--- config.mk ---
export PLATFORM = sky130hd
export DESIGN_NAME = keypad_matrix_scanner
export DESIGN_NICKNAME = d
export VERILOG_FILES = /design/src/rtl/keypad_pkg.sv /design/src/rtl/keypad_row_driver.sv /design/src/rtl/keypad_matrix_scanner.sv
export SDC_FILE = /design/constraint.sdc
export NUM_CORES = 1
export LEC_CHECK = 0
export CORE_AREA = 2 2 81 83
export CTS_CLUSTER_DIAMETER = 200
export DETAILED_ROUTE_END_ITERATION = 8
export DIE_AREA = 0 0 83 85
export GPL_ROUTABILITY_DRIVEN = 0
export PLACE_DENSITY = 0.81
export SYNTH_ARGS = -nofsm -noshare
export SYNTH_HDL_FRONTEND = slang
export SYNTH_SLANG_ARGS = --single-unit
--- constraint.sdc ---
create_clock -name clk -period 9.4 [get_ports clk]
set_input_delay 2.35 -clock clk [delete_from_list [all_inputs] [get_ports clk]]
set_output_delay 2.35 -clock clk [all_outputs]
set_load 0.005 [all_outputs]
--- src/rtl/keypad_pkg.sv ---
// Shared types and defaults for the keypad matrix scanner.
// Holds the debounce state encoding and the key-code width helper.
package keypad_pkg;

    typedef enum logic [1:0] {
        ST_IDLE,
        ST_PRESS,
        ST_HELD,
        ST_RELEASE
    } key_state_t;

    localparam int DEF_ROWS            = 4;
    localparam int DEF_COLS            = 4;
    localparam int DEF_SCAN_DIV        = 1000;
    localparam int DEF_DEBOUNCE_FRAMES = 3;
    localparam int DEF_REPEAT_DELAY    = 50;
    localparam int DEF_REPEAT_RATE     = 10;

    // Never returns 0 so a 1-key matrix still gets a legal bus width.
    function automatic int code_width(input int n);
        return (n > 1) ? $clog2(n) : 1;
    endfunction

endpackage

--- src/rtl/keypad_row_driver.sv ---
// Dwell divider plus one-hot row ring; strobes the settled sample point of each row.
// Latency: sample/frame_end are combinational on the last dwell cycle of a row.
// Backpressure: none, free-running from reset.
module keypad_row_driver #(
    parameter  int ROWS     = 4,
    parameter  int SCAN_DIV = 1000,
    localparam int IDX_W    = $clog2(ROWS),
    localparam int DIV_W    = $clog2(SCAN_DIV)
) (
    input  logic             clk,
    input  logic             rst,
    output logic [ROWS-1:0]  row,
    output logic [IDX_W-1:0] row_idx,
    output logic             sample,
    output logic             frame_end
);

    logic [DIV_W-1:0] dwell;

    assign sample    = (dwell == DIV_W'(SCAN_DIV - 1));
    assign frame_end = sample && (row_idx == IDX_W'(ROWS - 1));

    always_ff @(posedge clk or posedge rst) begin
        if (rst) begin
            dwell   <= '0;
            row_idx <= '0;
        end else if (sample) begin
            dwell   <= '0;
            row_idx <= frame_end ? '0 : row_idx + 1'b1;
        end else begin
            dwell   <= dwell + 1'b1;
        end
    end

    always_comb begin
        row          = '0;
        row[row_idx] = 1'b1;
    end

endmodule

--- src/rtl/keypad_matrix_scanner.sv ---
// Key-matrix scanner: whole-frame debounce, lowest-index key encode, one event per press (KEYPAD_REPEAT_EN adds auto-repeat).
// Latency: stable press reaches key_valid within DEBOUNCE_FRAMES*ROWS*SCAN_DIV+1 cycles.
// Backpressure: valid/ready; an event arriving while one is still pending is dropped and flagged on key_overrun.
module keypad_matrix_scanner
    import keypad_pkg::*;
#(
    parameter  int ROWS            = DEF_ROWS,
    parameter  int COLS            = DEF_COLS,
    parameter  int SCAN_DIV        = DEF_SCAN_DIV,
    parameter  int DEBOUNCE_FRAMES = DEF_DEBOUNCE_FRAMES,
    parameter  int REPEAT_DELAY    = DEF_REPEAT_DELAY,
    parameter  int REPEAT_RATE     = DEF_REPEAT_RATE,
    localparam int CODE_W          = code_width(ROWS * COLS)
) (
    input  logic              clk,
    input  logic              rst,
    input  logic [COLS-1:0]   col,
    output logic [ROWS-1:0]   row,
    output logic              key_valid,
    input  logic              key_ready,
    output logic [CODE_W-1:0] key_code,
    output logic              key_held,
    output logic              key_multi,
    output logic              key_overrun
);

    localparam int KEYS  = ROWS * COLS;
    localparam int IDX_W = $clog2(ROWS);
    localparam int CNT_W = $clog2(DEBOUNCE_FRAMES + 1);

    if (ROWS < 2 || COLS < 1 || SCAN_DIV < 2 || DEBOUNCE_FRAMES < 1 ||
        REPEAT_DELAY < 1 || REPEAT_RATE < 1) begin : g_bad_params
    end

    logic [IDX_W-1:0] row_idx;
    logic             sample;
    logic             frame_end;

    keypad_row_driver #(
        .ROWS     (ROWS),
        .SCAN_DIV (SCAN_DIV)
    ) u_row_driver (
        .clk       (clk),
        .rst       (rst),
        .row       (row),
        .row_idx   (row_idx),
        .sample    (sample),
        .frame_end (frame_end)
    );

    logic [KEYS-1:0] snap;
    logic [KEYS-1:0] frame_dat;

    always_ff @(posedge clk or posedge rst) begin
        if (rst) begin
            snap <= '0;
        end else if (sample) begin
            snap[int'(row_idx)*COLS +: COLS] <= col;
        end
    end

    // The last row is sampled on the frame_end cycle itself, so take it live.
    always_comb begin
        frame_dat                         = snap;
        frame_dat[(ROWS-1)*COLS +: COLS]  = col;
    end

    logic              cand_vld;
    logic [CODE_W-1:0] cand_code;
    logic              cand_multi;
    int unsigned       n_closed;

    always_comb begin
        cand_vld  = 1'b0;
        cand_code = '0;
        n_closed  = 0;
        for (int i = KEYS - 1; i >= 0; i--) begin
            if (frame_dat[i]) begin
                cand_vld  = 1'b1;
                cand_code = CODE_W'(i);
                n_closed  = n_closed + 1;
            end
        end
        cand_multi = (n_closed > 1);
    end

    key_state_t        state, state_nx;
    logic [CNT_W-1:0]  cnt, cnt_nx, cnt_inc;
    logic [CODE_W-1:0] track, track_nx;
    logic              same;
    logic              emit;

    assign cnt_inc = cnt + 1'b1;
    assign same    = cand_vld && (cand_code == track);

`ifdef KEYPAD_REPEAT_EN
    localparam int RPT_MAX = (REPEAT_DELAY > REPEAT_RATE) ? REPEAT_DELAY : REPEAT_RATE;
    localparam int RPT_W   = $clog2(RPT_MAX + 1);

    logic [RPT_W-1:0] rpt, rpt_nx, rpt_inc;
    logic             rpt_armed, rpt_armed_nx;

    assign rpt_inc = rpt + 1'b1;
`endif

    always_ff @(posedge clk or posedge rst) begin
        if (rst) begin
            state     <= ST_IDLE;
            cnt       <= '0;
            track     <= '0;
`ifdef KEYPAD_REPEAT_EN
            rpt       <= '0;
            rpt_armed <= 1'b0;
`endif
        end else begin
            state     <= state_nx;
            cnt       <= cnt_nx;
            track     <= track_nx;
`ifdef KEYPAD_REPEAT_EN
            rpt       <= rpt_nx;
            rpt_armed <= rpt_armed_nx;
`endif
        end
    end

    always_comb begin
        state_nx = state;
        cnt_nx   = cnt;
        track_nx = track;
        emit     = 1'b0;
`ifdef KEYPAD_REPEAT_EN
        rpt_nx       = rpt;
        rpt_armed_nx = rpt_armed;
`endif
        if (frame_end) begin
            unique case (state)
                ST_IDLE: begin
                    if (cand_vld) begin
                        track_nx = cand_code;
                        cnt_nx   = CNT_W'(1);
                        if (DEBOUNCE_FRAMES == 1) begin
                            state_nx = ST_HELD;
                            emit     = 1'b1;
                        end else begin
                            state_nx = ST_PRESS;
                        end
                    end
                end
                ST_PRESS: begin
                    if (same) begin
                        cnt_nx = cnt_inc;
                        if (cnt_inc == CNT_W'(DEBOUNCE_FRAMES)) begin
                            state_nx = ST_HELD;
                            emit     = 1'b1;
                        end
                    end else begin
                        state_nx = ST_IDLE;
                    end
                end
                ST_HELD: begin
                    if (!same) begin
                        cnt_nx   = CNT_W'(1);
                        state_nx = (DEBOUNCE_FRAMES == 1) ? ST_IDLE : ST_RELEASE;
                    end
`ifdef KEYPAD_REPEAT_EN
                    else begin
                        rpt_nx = rpt_inc;
                        if ((!rpt_armed && rpt_inc == RPT_W'(REPEAT_DELAY)) ||
                            ( rpt_armed && rpt_inc == RPT_W'(REPEAT_RATE))) begin
                            emit         = 1'b1;
                            rpt_nx       = '0;
                            rpt_armed_nx = 1'b1;
                        end
                    end
`endif
                end
                ST_RELEASE: begin
                    if (same) begin
                        state_nx = ST_HELD;
                    end else begin
                        cnt_nx = cnt_inc;
                        if (cnt_inc == CNT_W'(DEBOUNCE_FRAMES)) begin
                            state_nx = ST_IDLE;
                        end
                    end
                end
                default: state_nx = ST_IDLE;
            endcase
        end
`ifdef KEYPAD_REPEAT_EN
        // Repeat timing restarts from scratch whenever HELD is left.
        if (state_nx != ST_HELD) begin
            rpt_nx       = '0;
            rpt_armed_nx = 1'b0;
        end
`endif
    end

    assign key_held = (state == ST_HELD) || (state == ST_RELEASE);

    // A new event takes priority over an accept landing on the same cycle.
    always_ff @(posedge clk or posedge rst) begin
        if (rst) begin
            key_valid   <= 1'b0;
            key_code    <= '0;
            key_multi   <= 1'b0;
            key_overrun <= 1'b0;
        end else begin
            key_overrun <= 1'b0;
            if (frame_end) begin
                key_multi <= cand_multi;
            end
            if (emit) begin
                if (!key_valid || key_ready) begin
                    key_valid <= 1'b1;
                    key_code  <= track_nx;
                end else begin
                    key_overrun <= 1'b1;
                end
            end else if (key_valid && key_ready) begin
                key_valid <= 1'b0;
            end
        end
    end

endmodule

==> out/results.md, run 1 <==
| Stage | Parameter | Reported |
|:---|:---|:---|
| outcome | Outcome | complete, but fails checks |
| outcome | Failing checks | setup timing |
| clocking | Clock-pin transition on the worst setup and hold timing paths | 0.08 ns |
| critical path | Worst reg2reg path startpoint | snap[11]$_DFFE_PP0P_ |
| yosys | Average cell area after synthesis | 8.54 µm² |
| yosys | Number of warnings issued by yosys | 0 |
| flow run | Max-cap violation count | 0 |
| critical path | CP max FO | 3 |
| clocking | Clk Latency, worst-skew pair | 0.30 ns |
| clocking | CTS Buffer Depth | 2 |
| timing | Worst slew pin tran | 0.708 ns |
| routing | Total length of routed wires | 11,000 µm |
| clocking | CTS tree | built |
| yosys | Ranking of synthesized cells by area | sky130_fd_sc_hd__dfrtp_1, sky130_fd_sc_hd__ha_1, sky130_fd_sc_hd__nand2_1 |
| worst hold path | Startpoint of the tightest hold check path | u_row_driver.dwell[0]$_DFF_PP0_ |
| clocking | Root buffer cell | sky130_fd_sc_hd__clkbuf_8 |
| timing | Setup repair after global routing missed its margin | true |
| cells and area | Area delta synth->final | 37.0% |
| global routing | Antenna violations before repair | 0 |
| critical path | Endpoint of the lowest-slack register-to-register path | key_multi$_DFFE_PP0P_ |
| routing | Vias per cell | 6.11 |
| worst hold path | Type of the worst min-delay path | flip-flop to flip-flop |
| power and ir drop | Sequential power share | 6.8% |
| timing | Timing-limited maximum frequency | 0.104 GHz |
| timing | Maximum clock skew at final layout | 0.00592 ns |
| clocking | Number of buffers created by CTS | 5 |
| routing | Iteration-0 DRC count of the detailed router | 264 |
| routing | Residual antenna-violating net count after detailed routing | 0 |
| cells and area | Highest-count cells in the layout ignoring fill and taps | sky130_fd_sc_hd__buf_4, sky130_fd_sc_hd__nand2_1, sky130_fd_sc_hd__dfrtp_1, sky130_fd_sc_hd__nor2_1 |
| power and ir drop | Power Total | 2.46 mW |
| floorplan | Top-level port count | 19 |
| power and ir drop | Net switching power | 1.05 mW |
| timing | Time the final worst path needs with I/O delays and setup | 9.57 ns |
| routing | Post-DR wirelength/cell | 17.9 µm |
| yosys | Top cell type's share of synthesized area | 25.9% |
| timing | Final Hold Viols | 0 |
| power and ir drop | Clock share of power | 6.9% |
| critical path | Stage delay of the slowest cell on the critical path | 0.32 ns |
| power and ir drop | Cell internal power dissipation | 1.41 mW |
| global routing | Total overflow reported by the global router | 0 |
| cells and area | Fraction of final layout cells sized beyond drive strength 1 | 32.6% |
| cells and area | Post-layout nets | 568 |
| yosys | Post-Syn Area | 0.00376 mm² |
| worst hold path | Worst hold path depth | 1 |
| power and ir drop | IR Drop Worst-Case VDD | 478 µV |
| power and ir drop | Switching share of power | 42.7% |
| critical path | Kind of launch point of the worst setup path | primary input |
| routing | Detailed Routing Iterations Pass 1 | 5 |
| yosys | Most instantiated flip-flop cell in the synthesis netlist | sky130_fd_sc_hd__dfrtp_1 |
| yosys | Netlist cell types | 65 |
| timing | Worst relative slew slack | 52.4% |
| global routing | Global-route wire length before repair | 17,600 µm |
| yosys | Post-Synthesis Net Count | 474 |
| placement | Detailed placement HPWL | 6420 µm |
| critical path | Length in cells of the worst reg-to-reg path | 39 |
| clocking | CTS sink cnt | 39 |
| critical path | Nature of the critical path endpoint | flip-flop |
| timing | PnR worst setup slack | -0.170 ns |
| yosys | Share of synthesized registers carrying an async set or reset | 100% |
| critical path | Flop2flop setup slack | 2.19 ns |
| floorplan | Die footprint | 0.00706 mm² |
| yosys | Number of synthesized register bits | 39 |
| power and ir drop | Leak Pwr | 2.30 nW |
| routing | Via count | 3,743 |
| floorplan | Die width | 83 µm |
| floorplan | Initial Utilization | 60.7% |
| timing | Number of setup violations in the final report | 1 |
| timing | Final worst-path cycle share | 102% |
| placement | Port bufs | 18 |
| cells and area | Total inserted antenna cells | 0 |
| yosys | Number of synthesized flops with an enable pin | 0 |
| clocking | Number of hold buffers added after cts | 0 |
| cells and area | Core utilization of the finished layout | 83.1% |
| critical path | Worst path required time | 9.58 ns |
| floorplan | Placeable core area | 0.00620 mm² |
| critical path | Crit-path most repeated cell | sky130_fd_sc_hd__ha_4 |
| critical path | Data arrival time at the worst-slack endpoint | 9.75 ns |
| yosys | Cell type with the highest aggregate area in the netlist | sky130_fd_sc_hd__dfrtp_1 |
| worst hold path | End point of the worst hold path | u_row_driver.dwell[0]$_DFF_PP0_ |
| timing | Final slew viol count | 0 |
| floorplan | Placement Rows | 29 |
| global routing | Pin count of the biggest net entering global routing | 40 |
| floorplan | Y dimension of the die | 85 µm |
| power and ir drop | Logic gate share of total power | 86.3% |
| routing | Residual DRC count | 0 |
| power and ir drop | PD cells | 477 mW/mm² |
| yosys | Share of synthesized area occupied by flip-flops and latches | 25.9% |
| yosys | Number of cells produced by synthesis | 441 |
| global routing | Gr usage total | 30.4% |
| critical path | Worst-path cell with the longest stage delay | sky130_fd_sc_hd__ha_1 |
| critical path | Critical setup path kind | primary input to flip-flop |
| global routing | Vias in the first global route | 3,773 |
| cells and area | Most common cell after layout, fill and taps aside | sky130_fd_sc_hd__buf_4 |
| clocking | H-Tree Level Count | 2 |
-- layer usage --
layer	global-route usage, %	up-vias	routed length, µm
li1	-	1756	-
met1	35.8	1827	4410
met2	54.7	123	5790
met3	4.18	37	400
met4	14.3	0	361
met5	0	-	0
-- how the worst max path moves through the flow --
stage / startpoint / end / slack [ns]
6_report: col[2] / key_multi$_DFFE_PP0P_ / -0.17
5_1_grt: col[2] / key_multi$_DFFE_PP0P_ / -0.43
3_5_place_dp: col[2] / key_multi$_DFFE_PP0P_ / -0.82
3_3_place_gp: col[2] / key_multi$_DFFE_PP0P_ / -0.55
4_1_cts: col[2] / key_multi$_DFFE_PP0P_ / -0.18
2_1_floorplan: col[2] / key_multi$_DFFE_PP0P_ / -0.18
-- power by group through the flow --
stage          Clock [mW]  Combinational [mW]  Sequential, mW
6_report            0.170                2.12           0.169
5_1_grt             0.176                2.25           0.169
4_1_cts             0.171                1.75           0.168
3_5_place_dp            0                1.40           0.172
3_3_place_gp            0                1.36           0.172
2_1_floorplan           0               0.995           0.172
-- through the flow --
stage	instance area, µm²	setup slack, ns	setup TNS, ns	std cells	hold WS, ns
final	5160	-0.170	-0.170	613	0.479
after global routing	5160	-0.429	-0.429	613	0.507
after CTS	4930	-0.179	-0.179	609	0.482
after detailed placement	4420	-0.818	-0.818	560	0.471
after global placement	4420	-0.554	-0.554	560	0.461
after floorplan	3910	-0.182	-0.182	441	0.448
-- synth_stat cells, types with 6 or more instances --
cell	n
sky130_fd_sc_hd__nand2_1	69
sky130_fd_sc_hd__nor2_1	30
sky130_fd_sc_hd__a31oi_1	7
sky130_fd_sc_hd__nand3_1	14
sky130_fd_sc_hd__mux2_2	11
sky130_fd_sc_hd__nor3_1	13
sky130_fd_sc_hd__clkbuf_1	12
sky130_fd_sc_hd__xnor2_1	21
sky130_fd_sc_hd__o22ai_1	7
sky130_fd_sc_hd__a21oi_1	15
sky130_fd_sc_hd__dfrtp_1	39
sky130_fd_sc_hd__or3_1	7
sky130_fd_sc_hd__ha_1	26
sky130_fd_sc_hd__mux2i_1	6
sky130_fd_sc_hd__inv_1	20
sky130_fd_sc_hd__xor2_1	15
sky130_fd_sc_hd__o21ai_0	21
sky130_fd_sc_hd__nor2b_1	7
sky130_fd_sc_hd__and3_1	6
-- area by class of cell --
type | instances | area, µm²
multi-input cells | 366 | 3040
fillers | 338 | 1050
flip-flops and latches | 39 | 976
repair buffers | 102 | 823
well taps | 77 | 96.3
inverters | 21 | 82.6
clock buffers | 5 | 68.8
clock inverters | 3 | 67.6
-- critical path: cells and delay by family --
family                     cells  cell delay, ns
muxes                          4            0.87
xor gates and xnor gates       1            0.18
and+or+nand+nor               14            1.45
buffers and inverters          3            0.26
AOI/OAI and AO/OA             11            1.33
adders and majority gates     13            3.30
-- sequential cells by signal, summed over array words and instances, names as in the netlist, named ones only --
register / count
track: 4
cnt: 2
u_row_driver.row_idx: 2
key_code: 4
key_valid: 1
u_row_driver.dwell: 10
key_overrun: 1
snap: 12
state: 1
key_multi: 1
-- logic make-up (layout without fill, tap and decap cells) --
logic type | Yosys count | count (layout) | share of synthesized area [%]
AND/OR/NAND/NOR | 191 | 191 | 26.6
AO/OA/AOI/OAI | 83 | 83 | 14.1
XOR/XNOR | 49 | 49 | 16.2
flip-flops | 39 | 39 | 25.9
buffers and inverters | 36 | 131 | 3.66
adder cells (fa/ha/maj) | 26 | 26 | 8.64
multiplexers | 17 | 17 | 4.89
-- timing repair --
action,4_1_cts,5_1_grt
gates resized for setup,29,37
setup buffers,41,7
pin swaps,17,30
endpoints found under the setup margin,1,1
(Power assumes the default switching activity.)
==> run 2, diff against run 1 <==
--- a/config.mk
+++ b/config.mk
@@ -13,2 +13,3 @@
 export PLACE_DENSITY = 0.81
+export SLEW_MARGIN = 20
 export SYNTH_ARGS = -nofsm -noshare
==> constraint.sdc (replaced) <==
create_clock -name clk -period 9.4 [get_ports clk]
set_input_delay 1.88 -clock clk [delete_from_list [all_inputs] [get_ports clk]]
set_output_delay 1.88 -clock clk [all_outputs]
set_load 0.005 [all_outputs]
==> run 2 against run 1 <==
Against the previous run:
- first-iteration DRC count is 13% lower
- the flow now finishes without violations
- combinational power fell by 28%
- highest routed layer unchanged
- maximum frequency increased by 2.8%
- global-route usage is 6.4 points lower
- critical path type unchanged
==> out/results.md, run 2 (synthesized netlist as in run 1, its figures left out) <==
| Stage | Parameter | Reported | Change |
|:---|:---|:---|:---|
| global routing | Antenna violations before repair | 0 | unchanged |
| floorplan | Placeable core area | 0.00620 mm² | unchanged |
| critical path | Worst-path cell with the longest stage delay | sky130_fd_sc_hd__ha_1 |  |
| routing | Residual antenna-violating net count after detailed routing | 0 | unchanged |
| global routing | Total overflow reported by the global router | 0 | unchanged |
| critical path | Worst path required time | 9.58 ns | about the same |
| global routing | Vias in the first global route | 3,195 | -15% |
| global routing | Gr usage total | 24.0% | -6.4 points |
| clocking | Number of buffers created by CTS | 5 | unchanged |
| placement | Detailed placement HPWL | 6350 µm | -1.0% |
| timing | Number of setup violations in the final report | 0 | -1 |
| outcome | Outcome | finished, final reports clean |  |
| critical path | Length in cells of the worst reg-to-reg path | 39 | unchanged |
| floorplan | Placement Rows | 29 | unchanged |
| power and ir drop | IR Drop Worst-Case VDD | 399 µV | -16% |
| global routing | Global-route wire length before repair | 14,200 µm | -19% |
| cells and area | Core utilization of the finished layout | 76.2% | -6.9 points |
| routing | Vias per cell | 6.03 | -1.2% |
| critical path | Stage delay of the slowest cell on the critical path | 0.34 ns | +0.02 ns |
| cells and area | Multi-input gate area in the final layout | 0.00288 mm² | -5.3% |
| power and ir drop | Sequential power share | 9.3% | +2.5 points |
| placement | Worst setup slack after placement | -0.581 ns | +0.237 ns |
| timing | Timing-limited maximum frequency | 0.107 GHz | +2.8% |
| timing | Fin Hold WS | 0.504 ns | +0.0252 ns |
| cells and area | Most flop-heavy register | snap |  |
| worst hold path | Type of the worst min-delay path | flip-flop to flip-flop |  |
| critical path | Flop2flop setup slack | 1.95 ns | -0.24 ns |
| worst hold path | End point of the worst hold path | key_code[1]$_DFFE_PP0P_ |  |
| routing | Post-DR wirelength/cell | 16.5 µm | -7.7% |
| clocking | Clk Latency, worst-skew pair | 0.30 ns | about the same |
| cells and area | Most common cell after layout, fill and taps aside | sky130_fd_sc_hd__nand2_1 |  |
| timing | Final Hold Viols | 0 | unchanged |
| power and ir drop | Clock share of power | 6.2% | -0.7 points |
| power and ir drop | Cell internal power dissipation | 0.991 mW | -30% |
| cells and area | Sequential cell area | 976 µm² | unchanged |
| worst hold path | Startpoint of the tightest hold check path | key_code[1]$_DFFE_PP0P_ |  |
| placement | Port bufs | 18 | unchanged |
| clocking | H-Tree Level Count | 2 | unchanged |
| timing | Time the final worst path needs with I/O delays and setup | 9.31 ns | -0.257 ns |
| cells and area | Area delta synth->final | 25.7% |  |
| routing | Total length of routed wires | 9590 µm | -13% |
| clocking | Number of hold buffers added after cts | 0 | unchanged |
| critical path | Nature of the critical path endpoint | flip-flop |  |
| floorplan | Die footprint | 0.00706 mm² | unchanged |
| routing | Via count | 3,506 | -6.3% |
| clocking | Clock-pin transition on the worst setup and hold timing paths | 0.08 ns | about the same |
| power and ir drop | Leak Pwr | 2.11 nW | -8.5% |
| routing | Detailed Routing Iterations Pass 1 | 5 | unchanged |
| cells and area | Fillers | 408 | +21% |
| clocking | Root buffer cell | sky130_fd_sc_hd__clkbuf_8 |  |
| critical path | Worst reg2reg path startpoint | snap[11]$_DFFE_PP0P_ |  |
| power and ir drop | Power Total | 1.81 mW | -27% |
| global routing | Pin count of the biggest net entering global routing | 40 | unchanged |
| clocking | CTS sink cnt | 39 | unchanged |
| power and ir drop | PD cells | 382 mW/mm² | -20% |
| cells and area | Fraction of final layout cells sized beyond drive strength 1 | 25.4% | -7.3 points |
| power and ir drop | Logic gate share of total power | 84.5% | -1.8 points |
| critical path | Endpoint of the lowest-slack register-to-register path | key_multi$_DFFE_PP0P_ |  |
| cells and area | Post-layout nets | 536 | -5.6% |
| power and ir drop | Switching share of power | 45.2% | +2.5 points |
| cells and area | Registers with the highest flip-flop counts | snap: 12 flops, u_row_driver.dwell: 10 flops |  |
| timing | Maximum clock skew at final layout | 0.00597 ns | +0.0000529 ns |
| routing | Residual DRC count | 0 | unchanged |
| floorplan | Top-level port count | 19 | unchanged |
| flow run | Max-cap violation count | 0 | unchanged |
| critical path | Critical setup path kind | primary input to flip-flop |  |
| timing | PnR worst setup slack | 0.0863 ns | +0.257 ns |
| critical path | Kind of launch point of the worst setup path | primary input |  |
| floorplan | Initial Utilization | 60.7% | unchanged |
| critical path | Data arrival time at the worst-slack endpoint | 9.49 ns | -0.26 ns |
| critical path | CP max FO | 5 | +2 |
| timing | Worst relative slew slack | 56.2% | +3.8 points |
| cells and area | Highest-count cells in the layout ignoring fill and taps | sky130_fd_sc_hd__nand2_1, sky130_fd_sc_hd__buf_4, sky130_fd_sc_hd__dfrtp_1, sky130_fd_sc_hd__nor2_1, sky130_fd_sc_hd__xnor2_1 |  |
| power and ir drop | Net switching power | 0.817 mW | -22% |
| critical path | Launching element of the worst setup path | col[3] |  |
| floorplan | Die width | 83 µm | unchanged |
| clocking | CTS Buffer Depth | 2 | unchanged |
| timing | Final worst-path cycle share | 99.1% | -2.7 points |
| cells and area | Largest register FFs | 12 | unchanged |
| timing | Setup repair after global routing missed its margin | true |  |
| timing | Final slew viol count | 0 | unchanged |
| timing | Worst slew pin tran | 0.656 ns | -0.0518 ns |
| clocking | CTS tree | built |  |
| floorplan | Y dimension of the die | 85 µm | unchanged |
| routing | Iteration-0 DRC count of the detailed router | 231 | -13% |
| worst hold path | Worst hold path depth | 1 | unchanged |
| cells and area | Total inserted antenna cells | 0 | unchanged |
-- run 2: cell count changes in the layout (fill, tap and decap cells not counted), sizes merged --
cell and change:
dlygate4sd2 -1, buf -32, bufinv -2, inv +1, clkinv +1, dlymetal6s2s +1
-- run 2: stage by stage --
| step | cells | TNS [ns] | area, µm² |
|---|---|---|---|
| after floorplan | 441 | 0 | 3830 |
| after global placement | 553 | -0.272 | 4290 |
| after detailed placement | 553 | -0.581 | 4290 |
| after CTS | 569 | 0 | 4430 |
| after global routing | 581 | -0.301 | 4730 |
| final | 581 | 0 | 4730 |
-- run 2: per-layer routing --
metal  part of all wire [%]  track usage (%)  vias up  wire, µm
met4                    2.6             7.00        0       252
met1                     42             29.7     1679      4060
met2                     51             44.4      106      4930
met5                      0                0        -         0
met3                    3.5             2.43       24       336
li1                       -                -     1697         -
-- run 2: power by group through the flow --
stage          Combinational, mW  Sequential, mW  Clock (mW)
3_5_place_dp                1.24           0.172           0
6_report                    1.53           0.168       0.112
5_1_grt                     1.67           0.168       0.119
2_1_floorplan              0.941           0.172           0
3_3_place_gp                1.20           0.172           0
4_1_cts                     1.27           0.168       0.114
-- run 2: layout make-up --
cell class                      instances  area share (%)
Clock buffer                            5            1.45
Tap cell                               77            2.04
Clock inverter                          3           0.423
Sequential cell                        39            20.6
Timing Repair Buffer                   70            12.5
Multi-Input combinational cell        366            61.0
Inverter                               21            1.98
-- run 2: worst max-delay path, delay by kind of cell --
family                     cells  cell delay [ns]
and+or+nand+nor               15             1.71
buffers and inverters          3             0.21
AOI/OAI and AO/OA             11             1.36
xor gates and xnor gates       1             0.17
adders and majority gates     13             3.51
muxes                          3             0.65
-- run 2: what timing repair did --
action / CTS / global route
setup buffers: 8 / 12
gates resized for setup: 4 / 54
pin swaps: 1 / 24
endpoints found under the setup margin: 1 / 1
-- run 2: worst max-delay path by stage --
| stage | end | slack (ns) | depth (start not counted) |
|---|---|---|---|
| after floorplan | key_multi$_DFFE_PP0P_ | 0.1 | 45 |
| after global placement | key_multi$_DFFE_PP0P_ | -0.27 | 46 |
| after detailed placement | key_multi$_DFFE_PP0P_ | -0.58 | 46 |
| after CTS | key_multi$_DFFE_PP0P_ | 0.007 | 46 |
| after global routing | key_multi$_DFFE_PP0P_ | -0.30 | 46 |
| final | key_multi$_DFFE_PP0P_ | 0.09 | 46 |
